--- config.mk ---
export PLATFORM = sky130hd
export DESIGN_NAME = param_seq_mac
export DESIGN_NICKNAME = d
export VERILOG_FILES = /design/src/rtl/param_mac_pkg.sv /design/src/rtl/param_seq_mac_shift_add_mul.sv /design/src/rtl/param_seq_mac.sv
export SDC_FILE = /design/constraint.sdc
export NUM_CORES = 1
export LEC_CHECK = 0
export CAP_MARGIN = 25
export CORE_UTILIZATION = 60
export CTS_BUF_LIST = sky130_fd_sc_hd__clkbuf_8
export CTS_CLUSTER_SIZE = 24
export DETAILED_ROUTE_END_ITERATION = 8
export HOLD_SLACK_MARGIN = 0.1
export PLACE_DENSITY = 0.85
export SLEW_MARGIN = 20
export SYNTH_ARGS = -nofsm -noshare
export SYNTH_HDL_FRONTEND = slang
export SYNTH_SLANG_ARGS = --single-unit
--- constraint.sdc ---
create_clock -name clk_i -period 4.51 [get_ports clk_i]
set_input_delay 0.451 -clock clk_i [delete_from_list [all_inputs] [get_ports clk_i]]
set_output_delay 0.451 -clock clk_i [all_outputs]
set_load 0.005 [all_outputs]
--- src/rtl/param_mac_pkg.sv ---
// ---------------------------------------------------------------------------
// param_mac_pkg
// Shared definitions for the sequential multiply-accumulate block.
//   mac_state_t : control states of the top-level sequencer
//   count_w()   : width of the multiplier bit-index counter for a given
//                 operand width (at least one bit)
// ---------------------------------------------------------------------------
package param_mac_pkg;

    // Encodings are fixed so that state dumps from older builds still decode.
    typedef enum logic [1:0] {
        IDLE = 2'd0,
        MUL  = 2'd1,
        ACC  = 2'd2
    } mac_state_t;

    // The counter must be able to address bits 0..op_w-1. A degenerate
    // one-bit operand would give $clog2 == 0, so one bit is the floor.
    function automatic int count_w(input int op_w);
        return (op_w > 1) ? $clog2(op_w) : 1;
    endfunction

endpackage

--- src/rtl/param_seq_mac_shift_add_mul.sv ---
// ---------------------------------------------------------------------------
// shift_add_mul
// Iterative unsigned multiplier: one shift-add per step, LSB of the
// multiplier first. Holds the operand registers, the partial product and
// the bit counter.
//
// Ports
//   clk          : clock, rising edge
//   reset        : synchronous active-high reset
//   load         : capture operands, clear partial product and counter
//   step         : perform one shift-add iteration
//   multiplicand : unsigned multiplicand (OP_W bits)
//   multiplier   : unsigned multiplier   (OP_W bits)
//   product      : partial / final product (2*OP_W bits)
//   count        : index of the multiplier bit handled by the next step
//   last         : the next step is the final one
// ---------------------------------------------------------------------------
module shift_add_mul
    import param_mac_pkg::*;
#(
    parameter int OP_W = 5
) (
    input  logic                       clk,
    input  logic                       reset,
    input  logic                       load,
    input  logic                       step,
    input  logic [OP_W-1:0]            multiplicand,
    input  logic [OP_W-1:0]            multiplier,
    output logic [2*OP_W-1:0]          product,
    output logic [count_w(OP_W)-1:0]   count,
    output logic                       last
);

    localparam int CNT_W = count_w(OP_W);

    logic [2*OP_W-1:0] mcand_sh;
    logic [OP_W-1:0]   mplier_sh;
    logic [2*OP_W-1:0] partial;

    // The multiplicand walks left and the multiplier walks right, so every
    // step only ever inspects bit 0 of the multiplier and adds the already
    // aligned multiplicand. The counter wraps back to 0 after the final
    // step so it reads 0 whenever no multiplication is running.
    always_ff @(posedge clk) begin
        if (reset) begin
            mcand_sh  <= '0;
            mplier_sh <= '0;
            partial   <= '0;
            count     <= '0;
        end else if (load) begin
            mcand_sh  <= {{OP_W{1'b0}}, multiplicand};
            mplier_sh <= multiplier;
            partial   <= '0;
            count     <= '0;
        end else if (step) begin
            if (mplier_sh[0]) begin
                partial <= partial + mcand_sh;
            end
            mcand_sh  <= mcand_sh << 1;
            mplier_sh <= mplier_sh >> 1;
            count     <= last ? '0 : count + CNT_W'(1);
        end
    end

    assign last    = (count == CNT_W'(OP_W - 1));
    assign product = partial;

endmodule

--- src/rtl/param_seq_mac.sv ---
// ---------------------------------------------------------------------------
// param_seq_mac
// Sequential multiply-accumulate. An accepted operand pair is multiplied
// over OP_W cycles by shift_add_mul, then added to the accumulator in a
// single ACC cycle. Latency is fixed: acceptance at edge N gives the new
// result after edge N+OP_W+1.
//
// Build option
//   PARAM_MAC_SATURATE_EN : when defined, an overflowing add clamps the
//                           accumulator to all-ones; otherwise it wraps.
//                           overflow_o is sticky in both builds.
//
// Ports
//   clk_i                 : clock, rising edge
//   reset_i               : synchronous active-high reset (highest priority)
//   multiplicand_i        : unsigned multiplicand
//   multiplier_i          : unsigned multiplier
//   valid_i               : operand pair present
//   clear_i               : zero accumulator and overflow flag
//   ready_o               : block can accept an operand pair (IDLE)
//   result_o              : accumulator value
//   updating_acc_result_o : accumulate cycle in progress
//   fetching_input_o      : operand pair accepted this cycle
//   count_o               : multiplier bit index being processed
//   overflow_o            : sticky accumulator overflow
// ---------------------------------------------------------------------------
module param_seq_mac
    import param_mac_pkg::*;
#(
    parameter int OP_W  = 5,
    parameter int ACC_W = 16
) (
    input  logic                       clk_i,
    input  logic                       reset_i,
    input  logic [OP_W-1:0]            multiplicand_i,
    input  logic [OP_W-1:0]            multiplier_i,
    input  logic                       valid_i,
    input  logic                       clear_i,
    output logic                       ready_o,
    output logic [ACC_W-1:0]           result_o,
    output logic                       updating_acc_result_o,
    output logic                       fetching_input_o,
    output logic [count_w(OP_W)-1:0]   count_o,
    output logic                       overflow_o
);

    mac_state_t          state;
    logic                accept;
    logic                mul_last;
    logic [2*OP_W-1:0]   product;
    logic [ACC_W:0]      product_ext;
    logic [ACC_W:0]      sum;
    logic [ACC_W-1:0]    acc;
    logic                overflow;

    assign accept = valid_i && (state == IDLE);

    shift_add_mul #(
        .OP_W (OP_W)
    ) u_mul (
        .clk          (clk_i),
        .reset        (reset_i),
        .load         (accept),
        .step         (state == MUL),
        .multiplicand (multiplicand_i),
        .multiplier   (multiplier_i),
        .product      (product),
        .count        (count_o),
        .last         (mul_last)
    );

    // Sequencer: the MUL phase length comes entirely from the counter, so
    // zero operands take exactly as long as any other pair.
    always_ff @(posedge clk_i) begin
        if (reset_i) begin
            state <= IDLE;
        end else begin
            case (state)
                IDLE:    state <= accept   ? MUL : IDLE;
                MUL:     state <= mul_last ? ACC : MUL;
                ACC:     state <= IDLE;
                default: state <= IDLE;
            endcase
        end
    end

    // One extra bit on the adder exposes the carry out of the top
    // accumulator bit, which is the overflow condition.
    assign product_ext = (ACC_W + 1)'(product);
    assign sum         = {1'b0, acc} + product_ext;

    // Accumulator and sticky overflow. A clear during ACC still lets the
    // finishing product land, but onto zero, so it can never overflow.
    // A clear together with an accepted pair in IDLE zeroes the
    // accumulator now and the product is added onto that zero later.
    always_ff @(posedge clk_i) begin
        if (reset_i) begin
            acc      <= '0;
            overflow <= 1'b0;
        end else if (state == ACC) begin
            if (clear_i) begin
                acc      <= product_ext[ACC_W-1:0];
                overflow <= 1'b0;
            end else if (sum[ACC_W]) begin
`ifdef PARAM_MAC_SATURATE_EN
                acc      <= '1;
`else
                acc      <= sum[ACC_W-1:0];
`endif
                overflow <= 1'b1;
            end else begin
                acc      <= sum[ACC_W-1:0];
            end
        end else if (clear_i) begin
            acc      <= '0;
            overflow <= 1'b0;
        end
    end

    assign ready_o               = (state == IDLE);
    assign updating_acc_result_o = (state == ACC);
    assign fetching_input_o      = accept && !reset_i;
    assign result_o              = acc;
    assign overflow_o            = overflow;

endmodule
Yosys cells after proc, flatten, opt, wreduce, memory -nomap -nowiden
Index checks and enable logic that the tools add are counted.

Reduce and logical (&&, ||, !) cells: 10. Equal/unequal tests: 3. $add $sub $neg: 3. Mux-type cells: 15.

Operators by type and width (number): $mux W16 (3); $mux W5 (4); $add A16 B10 Y17 (1); $add A10 B10 Y10 (1); $reduce_bool A2 Y1 (3); $mux W1 (5); $pmux W2 S2 (1); $reduce_and A2 Y1 (2); $add A3 B1 Y3 const B (1); $eq A3 B3 Y1 const B (1); $mux W3 (1); $eq A2 B1 Y1 const B (1); $eq A2 B2 Y1 const B (1); $logic_and A1 B1 Y1 (2); $logic_not A2 Y1 (1); $mux W2 (1); $reduce_or A2 Y1 (1); $logic_not A1 Y1 (1).

Word-level logic and storage cells: 39. Register bits after elaboration: 47. Bits of input ports: 14. Output and inout bits: 23.

Depth between registers and ports, before layout
Gate-level depths: netlist of the first run.

Depth in word-level cells: 4. Depth in mapped cells: 8. Gate-level depth less buffers: 8.

By module
Synthesis of the first run repeated with hierarchy kept, for this count alone.

Cell total of the unflattened synthesis: 352. Area total of the unflattened synthesis: 2912.8 um^2.

Modules (own cells, without submodules): shift_add_mul (sequential area each 560.5 um^2, instances 1, area each 1564.0 um^2, cells an instance 185); param_seq_mac (sequential area each 380.4 um^2, instances 1, area each 1348.8 um^2, cells an instance 167).

Worst setup path before layout of the first run
OpenSTA, ideal clock, no wires.

Path type: reg2reg. Start: register acc[0], in the netlist result_o[0]. End: register acc[12], in the netlist result_o[12]. Required time: 4.388 ns. Library setup time: 0.122 ns. Path slack: 2.390 ns. Stages on the path, launching flop included: 9. Buffers on the path: 0. Period minus slack after synthesis: 2.120 ns. Arrival time: 1.998 ns. Cell sequence: dfxtp_1 -> ha_1 -> fa_1 -> a211o_1 -> a21o_1 -> and3_4 -> o2111ai_2 -> xor2_1 -> nor2_1.

Word-level cells in the longest chain between the ends: 3.

RTL lines: start: declaration (RTL line param_seq_mac.sv:53) `logic [ACC_W-1:0] acc;`; start signal: assignment (RTL line param_seq_mac.sv:102) `acc <= product_ext[ACC_W-1:0];`; start signal: assignment (RTL line param_seq_mac.sv:108) `acc <= sum[ACC_W-1:0];`; start signal: assignment (RTL line param_seq_mac.sv:112) `acc <= sum[ACC_W-1:0];`; $add A16 B10 Y17 (RTL line param_seq_mac.sv:90) `assign sum = {1'b0, acc} + product_ext;`; $mux W16 (RTL line param_seq_mac.sv:101) `if (clear_i) begin`; $mux W16 (RTL line param_seq_mac.sv:100) `end else if (state == ACC) begin`.

Every way passes these cells. A chain may end at the register's enable or synchronous reset.

Worst setup path in the final report of the first run
Start: register state[1]. End: output updating_acc_result_o.

Word-level cells in the longest chain between the ends: 1.

RTL lines: start: declaration (RTL line param_seq_mac.sv:47) `mac_state_t state;`; start signal: assignment (RTL line param_seq_mac.sv:79) `IDLE: state <= accept ? MUL : IDLE;`; start signal: assignment (RTL line param_seq_mac.sv:80) `MUL: state <= mul_last ? ACC : MUL;`; $eq A2 B2 Y1 (RTL line param_seq_mac.sv:121) `assign updating_acc_result_o = (state == ACC);`; end: declaration (RTL line param_seq_mac.sv:41) `output logic updating_acc_result_o,`.

Every way passes these cells.

==> results of run 1 <==
==> how the worst max path moves through the flow <==
| stage | to | slack [ns] | cells past startpoint |
|---|---|---|---|
| 2_1_floorplan | result_o[12] | 2.39 | 8 |
| 3_3_place_gp | u_mul.product[6] | 2.22 | 4 |
| 3_5_place_dp | u_mul.product[6] | 2.21 | 4 |
| 4_1_cts | updating_acc_result_o | 2.11 | 3 |
| 5_1_grt | updating_acc_result_o | 1.98 | 3 |
| 6_report | updating_acc_result_o | 2.10 | 3 |
==> synthesized netlist by cell type (5+ instances only) <==
library cell  number  share of area
nand2_1           50          0.069
nor2_1            31          0.043
dfxtp_1           47           0.35
o21ai_0            6          0.011
clkbuf_1           6         0.0083
nor2b_1            5          0.012
ha_1              21          0.097
xnor2_1            8          0.026
inv_1              5         0.0069
a22oi_1           12          0.033
a21o_1             9          0.025
buf_2              7          0.013
a21oi_1           43          0.079
xor2_1            11          0.035
==> power breakdown <==
group	switching, W	total (W)	internal [W]
registers	0.00000665	0.000429	0.000423
clock network	0.000141	0.000246	0.000105
logic	0.0000398	0.0000699	0.0000301
total	0.000188	0.000745	0.000558
==> through the flow <==
stage / hold slack, ns / power [W]
finish: 0.4464 / 0.0007452
floorplan: 0.4360 / 0.0004828
detailed placement: 0.4369 / 0.0005085
global route: 0.4759 / 0.0007715
CTS: 0.4508 / 0.0007486
global placement: 0.4341 / 0.0005067
==> worst register-to-register path, cell delays in order (launching register included) <==
cell,delay (ns)
dfxtp_1,0.35
ha_1,0.23
fa_1,0.42
a211o_1,0.34
a21o_1,0.18
and3_4,0.20
o2111ai_2,0.20
xor2_1,0.17
nor2_1,0.06
==> flip-flops by register name (all words and copies together), names as in the netlist <==
register,cells
result_o,16
u_mul.count,3
u_mul.mcand_sh,10
u_mul.mplier_sh,5
u_mul.product,10
overflow_o,1
state,2
==> cell type report <==
class | instances | area, um2 | area share
tap | 52 | 65.06 | 0.02054
clock inverter | 3 | 12.51 | 0.003949
clock buffer | 5 | 68.82 | 0.02172
multi-input combinational | 262 | 1679 | 0.5300
timing repair buffer | 39 | 382.9 | 0.1209
inverter | 5 | 18.77 | 0.005924
sequential | 47 | 940.9 | 0.2970
==> layer usage <==
metal,vias to the layer above,share of wire,track usage
li1,1231,-,-
met4,0,0.014,0.09070
met1,1180,0.43,0.2861
met2,54,0.52,0.4660
met5,-,0,0
met3,10,0.040,0.05233
==> cell families (layout without fill, tap and decap cells) <==
kind of cell | after synthesis | count (layout)
and+or+nand+nor | 112 | 112
muxes | 4 | 4
buffers and inverters | 21 | 52
xor gates and xnor gates | 19 | 19
AOI/OAI and AO/OA | 104 | 104
adders and majority gates | 23 | 23
DFF | 47 | 47
==> run metrics, run 1 <==
Vias=2475; placed instance area=3087 um2; Buf+Inv Stages, Crit Path=2; Layout Nets=397; worst vdd ir=0.1966 mV; ant diodes=0; Final TNS setup=0 ns; endpoints failing hold=0; Clock Path Buffers=2; Chip Height=69.27 um; Final Cell Area=3168 um2; RSZ-0062 raised after global routing=no; initial antenna violation count=0; Hold-fix buffers, CTS=0; layout overhead on the synthesized area=16.68%; Slowest Stage Delay on Critical Path=0.51 ns; Max-slew headroom=0.5138; final setup fails=0; final wirelength=5870 um; Setup WS pre-CTS=2.205 ns; layout cells sized above 1=0.04986; commonest cells after routing, fill and taps aside=50 x nand2_1, 47 x dfxtp_1, 43 x a21oi_1; Max-cap violations=0; worst hold endpoint=overflow_o; drt initial violations=117; Cell Chain, Critical Path=nor2b_1, buf_4, clkdlybuf4s50_1; PortBufs=36; Crit path max-delay family=buffers and inverters; hold path cells=2; post-cts repair resize count=0; Final GP Congestion=0.8171; GRT Overall Usage=0.2533; synthesized area=2715 um2; final setup skew=0.009804 ns; Seq cells post-synth=47; Critical Path RT=4.06 ns; routed vias/inst=5.993; ys flop type=dfxtp_1; die footprint=4798 um2; Reg clk slew, reported paths=0.09 ns; HP Class=reg -> reg; Post-Synth Simple-Gate Area=0.1857; Ports=37; fmax=0.4154 GHz; routed len/inst=14.21 um; Initial Utilization=0.6236; pin count of the biggest net entering global routing=22; first-pass GRT wire length=9956 um; critical path fanouts, max=10; Rows=24; DP Cell Count=405; number of synthesized flops with an enable pin=0; worst hold start=overflow_o; Inserted Clock Buffers=5; R2R Path End=result_o[12]; Pwr Density=235.2 nW/um2; Core Area=4354 um2; CP endpoint kind=output pin; Syn Inst Count=330; Period minus WS final=2.408 ns; Compound-Gate Fraction of Synth Area=0.2452; worst-skew pair later-pin latency=0.30 ns; syn nets=367; GRT Residual Overflow=0; multiplexer area fraction after synthesis=0.01475; Layout Cells excl Fill=413; CP max stage cell=clkdlybuf4s50_1; LEAKAGE=1.299 nW; commonest non-fill, non-tap cell in the layout=nand2_1; Crit path arrival time=1.96 ns; worst setup margin=2.102 ns; largest family of logic cells by synthesized area=compound AO/OA/AOI/OAI gates; Post-CTS Setup Repair Bufs=0; max-slew violation count=0; vias in the first global route=2333; FILL cells=346; fin util=0.7276; DP HPWL=4311 um; post-synthesis xor/xnor area fraction=0.06129; CTS sink count=47; drt first pass iters=4; register area share after synthesis=0.3465; clock root cell=clkbuf_8; CP Class=reg -> out; CTS tree=built; Ys Warns=0; final period utilization=0.5338; CP startpoint kind=flip-flop; H-Tree Depth=2; Synth Area in Adders=0.1115; Reg-to-Reg Start=u_mul.product[0]; Detail Route Antenna Nets=0; die width=69.27 um; status=completed; r2r setup slk=2.27 ns; Post-route DRC=0; Critical Path Start=state[1]; Avg Inst Size Synth=8.228 um2; Slew @ Worst Pin=0.7293 ns; ys async rst share=0; Yosys cell types=50; reg2reg path depth=8
Note: power is estimated with default switching activity, not from simulation.
==> inputs of run 2 (changes only) <==
Settings changed: CORE_UTILIZATION 60 to 57, PLACE_DENSITY 0.85 to 0.81.
Clock period 4.51 ns to 2.39 ns, I/O delays scaled along.
==> run 2 against run 1 <==
Utilization fell by 1.0 points. Clock skew fell by 0.0032 ns. Largest power group unchanged. The run now ends with DRC left. Critical path type is now reg -> reg. Power rose by 98%.
==> run metrics, run 2 (same netlist as run 1, synthesis figures left out) <==
status=finished, violations left; failing checks=DRC; CP endpoint kind=flip-flop; first-pass GRT wire length=10110 um (+1.5%); Max-slew headroom=0.6665 (+0.1527); commonest cells after routing, fill and taps aside=50 x nand2_1, 47 x dfxtp_1, 43 x a21oi_1; final setup fails=0 (unchanged); Final TNS setup=0 ns (unchanged); drt initial violations=136 (+16%); GRT Overall Usage=0.2528 (-0.0004577); Vias=2432 (-1.7%); final setup skew=0.006621 ns (-0.003184 ns); Ports=37 (unchanged); Critical Path RT=2.59 ns (-1.47 ns); post-cts repair resize count=0 (unchanged); Chip Height=71.02 um (+2.5%); Slew @ Worst Pin=0.4983 ns (-0.2309 ns); ant diodes=0 (unchanged); endpoints failing hold=0 (unchanged); critical path fanouts, max=4 (-6); clock root cell=clkbuf_8; DP HPWL=4470 um (+3.7%); final wirelength=5937 um (+1.1%); Post-route DRC=3 (+3); max reg flops=16 (unchanged); Switching Fraction=0.2411 (-0.01071); HP Class=reg -> reg; H-Tree Depth=2 (unchanged); vias in the first global route=2284 (-2.1%); Rows=24 (unchanged); Detail Route Antenna Nets=0 (unchanged); drt first pass iters=7 (+3); fmax=0.4438 GHz; Post-CTS Setup Repair Bufs=0 (unchanged); initial antenna violation count=0 (unchanged); Crit path arrival time=2.45 ns (+0.49 ns); Clock Path Buffers=2 (unchanged); Period minus WS final=2.253 ns; CP Class=reg -> reg; Inserted Clock Buffers=5 (unchanged); worst vdd ir=0.4088 mV (+110%); Core Area=4474 um2 (+2.8%); Sw Pwr=0.0003551 W (+89%); CTS tree=built; Hold-fix buffers, CTS=0 (unchanged); routed len/inst=14.27 um (+0.41%); layout cells sized above 1=0.06044 (+0.01058); max-slew violation count=0 (unchanged); Layout Nets=400 (+0.76%); Max-cap violations=0 (unchanged); GRT Residual Overflow=0 (unchanged); internal cell power=0.001118 W (+100%); combinational power share=0.092 (-0.002); Initial Utilization=0.6068 (-0.01674); RSZ-0062 raised after global routing=no; die footprint=5043 um2 (+5.1%); LEAKAGE=1.319 nW (+1.5%); routed vias/inst=5.846 (-2.4%); Reg clk slew, reported paths=0.09 ns (about the same); Pwr Density=459.0 nW/um2 (+95%); final period utilization=0.9428; CP startpoint kind=flip-flop; worst-skew pair later-pin latency=0.30 ns (about the same); CTS sink count=47 (unchanged); pin count of the biggest net entering global routing=18 (-18%); fin util=0.7173 (-0.01030); Final GP Congestion=0.9426 (+15%); PortBufs=36 (unchanged); commonest non-fill, non-tap cell in the layout=nand2_1; Seq pwr share=0.550 (-0.026); Clk pwr share=0.358 (+0.028); layout overhead on the synthesized area=18.20%; die width=71.02 um (+2.5%)
==> run 2: changes by cell type in the layout (fill, tap and decap cells not counted) <==
cell      change
buf_4         +3
clkbuf_8      +2
clkinv_2      -1
inv_1         -1
==> run 2: worst paths after layout <==
| check | startpoint | end | slack, ns | cells past startpoint |
|---|---|---|---|---|
| worst max-delay path | u_mul.product[0] | result_o[12] | 0.14 | 8 |
| worst max register to register | u_mul.product[0] | result_o[12] | 0.14 | 8 |
| worst min register to register | overflow_o | overflow_o | 0.45 | 2 |
| worst min-delay path | overflow_o | overflow_o | 0.45 | 2 |
==> run 2: critical path: stages (launching register included) <==
cell and delay (ns):
dfxtp_1 0.35, ha_1 0.24, fa_1 0.44, a211o_1 0.33, a21o_1 0.18, and3_4 0.20
o2111ai_2 0.19, xor2_1 0.17, nor2_1 0.06
==> run 2: per-stage QoR <==
stage	setup slack [ns]	cell area, um2	hold slack, ns	power (W)	std cells
final	0.1368	3209	0.4490	0.001473	416
after global routing	0.01079	3209	0.4713	0.001532	416
after CTS	0.1419	3209	0.4513	0.001481	416
after detailed placement	0.1777	3109	0.4385	0.0009642	408
after global placement	0.2170	3109	0.4354	0.0009617	408
after floorplan	0.2700	2715	0.3750	0.0009110	330
==> run 2: metal layers <==
layer  part of all wire  track usage  vias up
met5                  0            0        -
met4              0.022       0.1000        0
met3              0.038      0.04416       12
met2               0.49       0.4423       61
met1               0.45       0.3089     1121
li1                   -            -     1238
==> run 2: power groups by stage <==
stage               Sequential, W  Combinational [W]  Clock, W
global route             0.000813           0.000150  0.000569
detailed placement       0.000828           0.000136         0
CTS                      0.000810           0.000137  0.000535
finish                   0.000810           0.000136  0.000527
floorplan                0.000826          0.0000852         0
global placement         0.000828           0.000134         0
==> run 2: final cells by class <==
class	count	area (um2)
Clock inverter	1	3.754
Multi-Input combinational cell	262	1679
Tap cell	52	65.06
Inverter	5	18.77
Fill cell	376	1265
Sequential cell	47	940.9
Timing Repair Buffer	42	405.4
Clock buffer	7	96.34
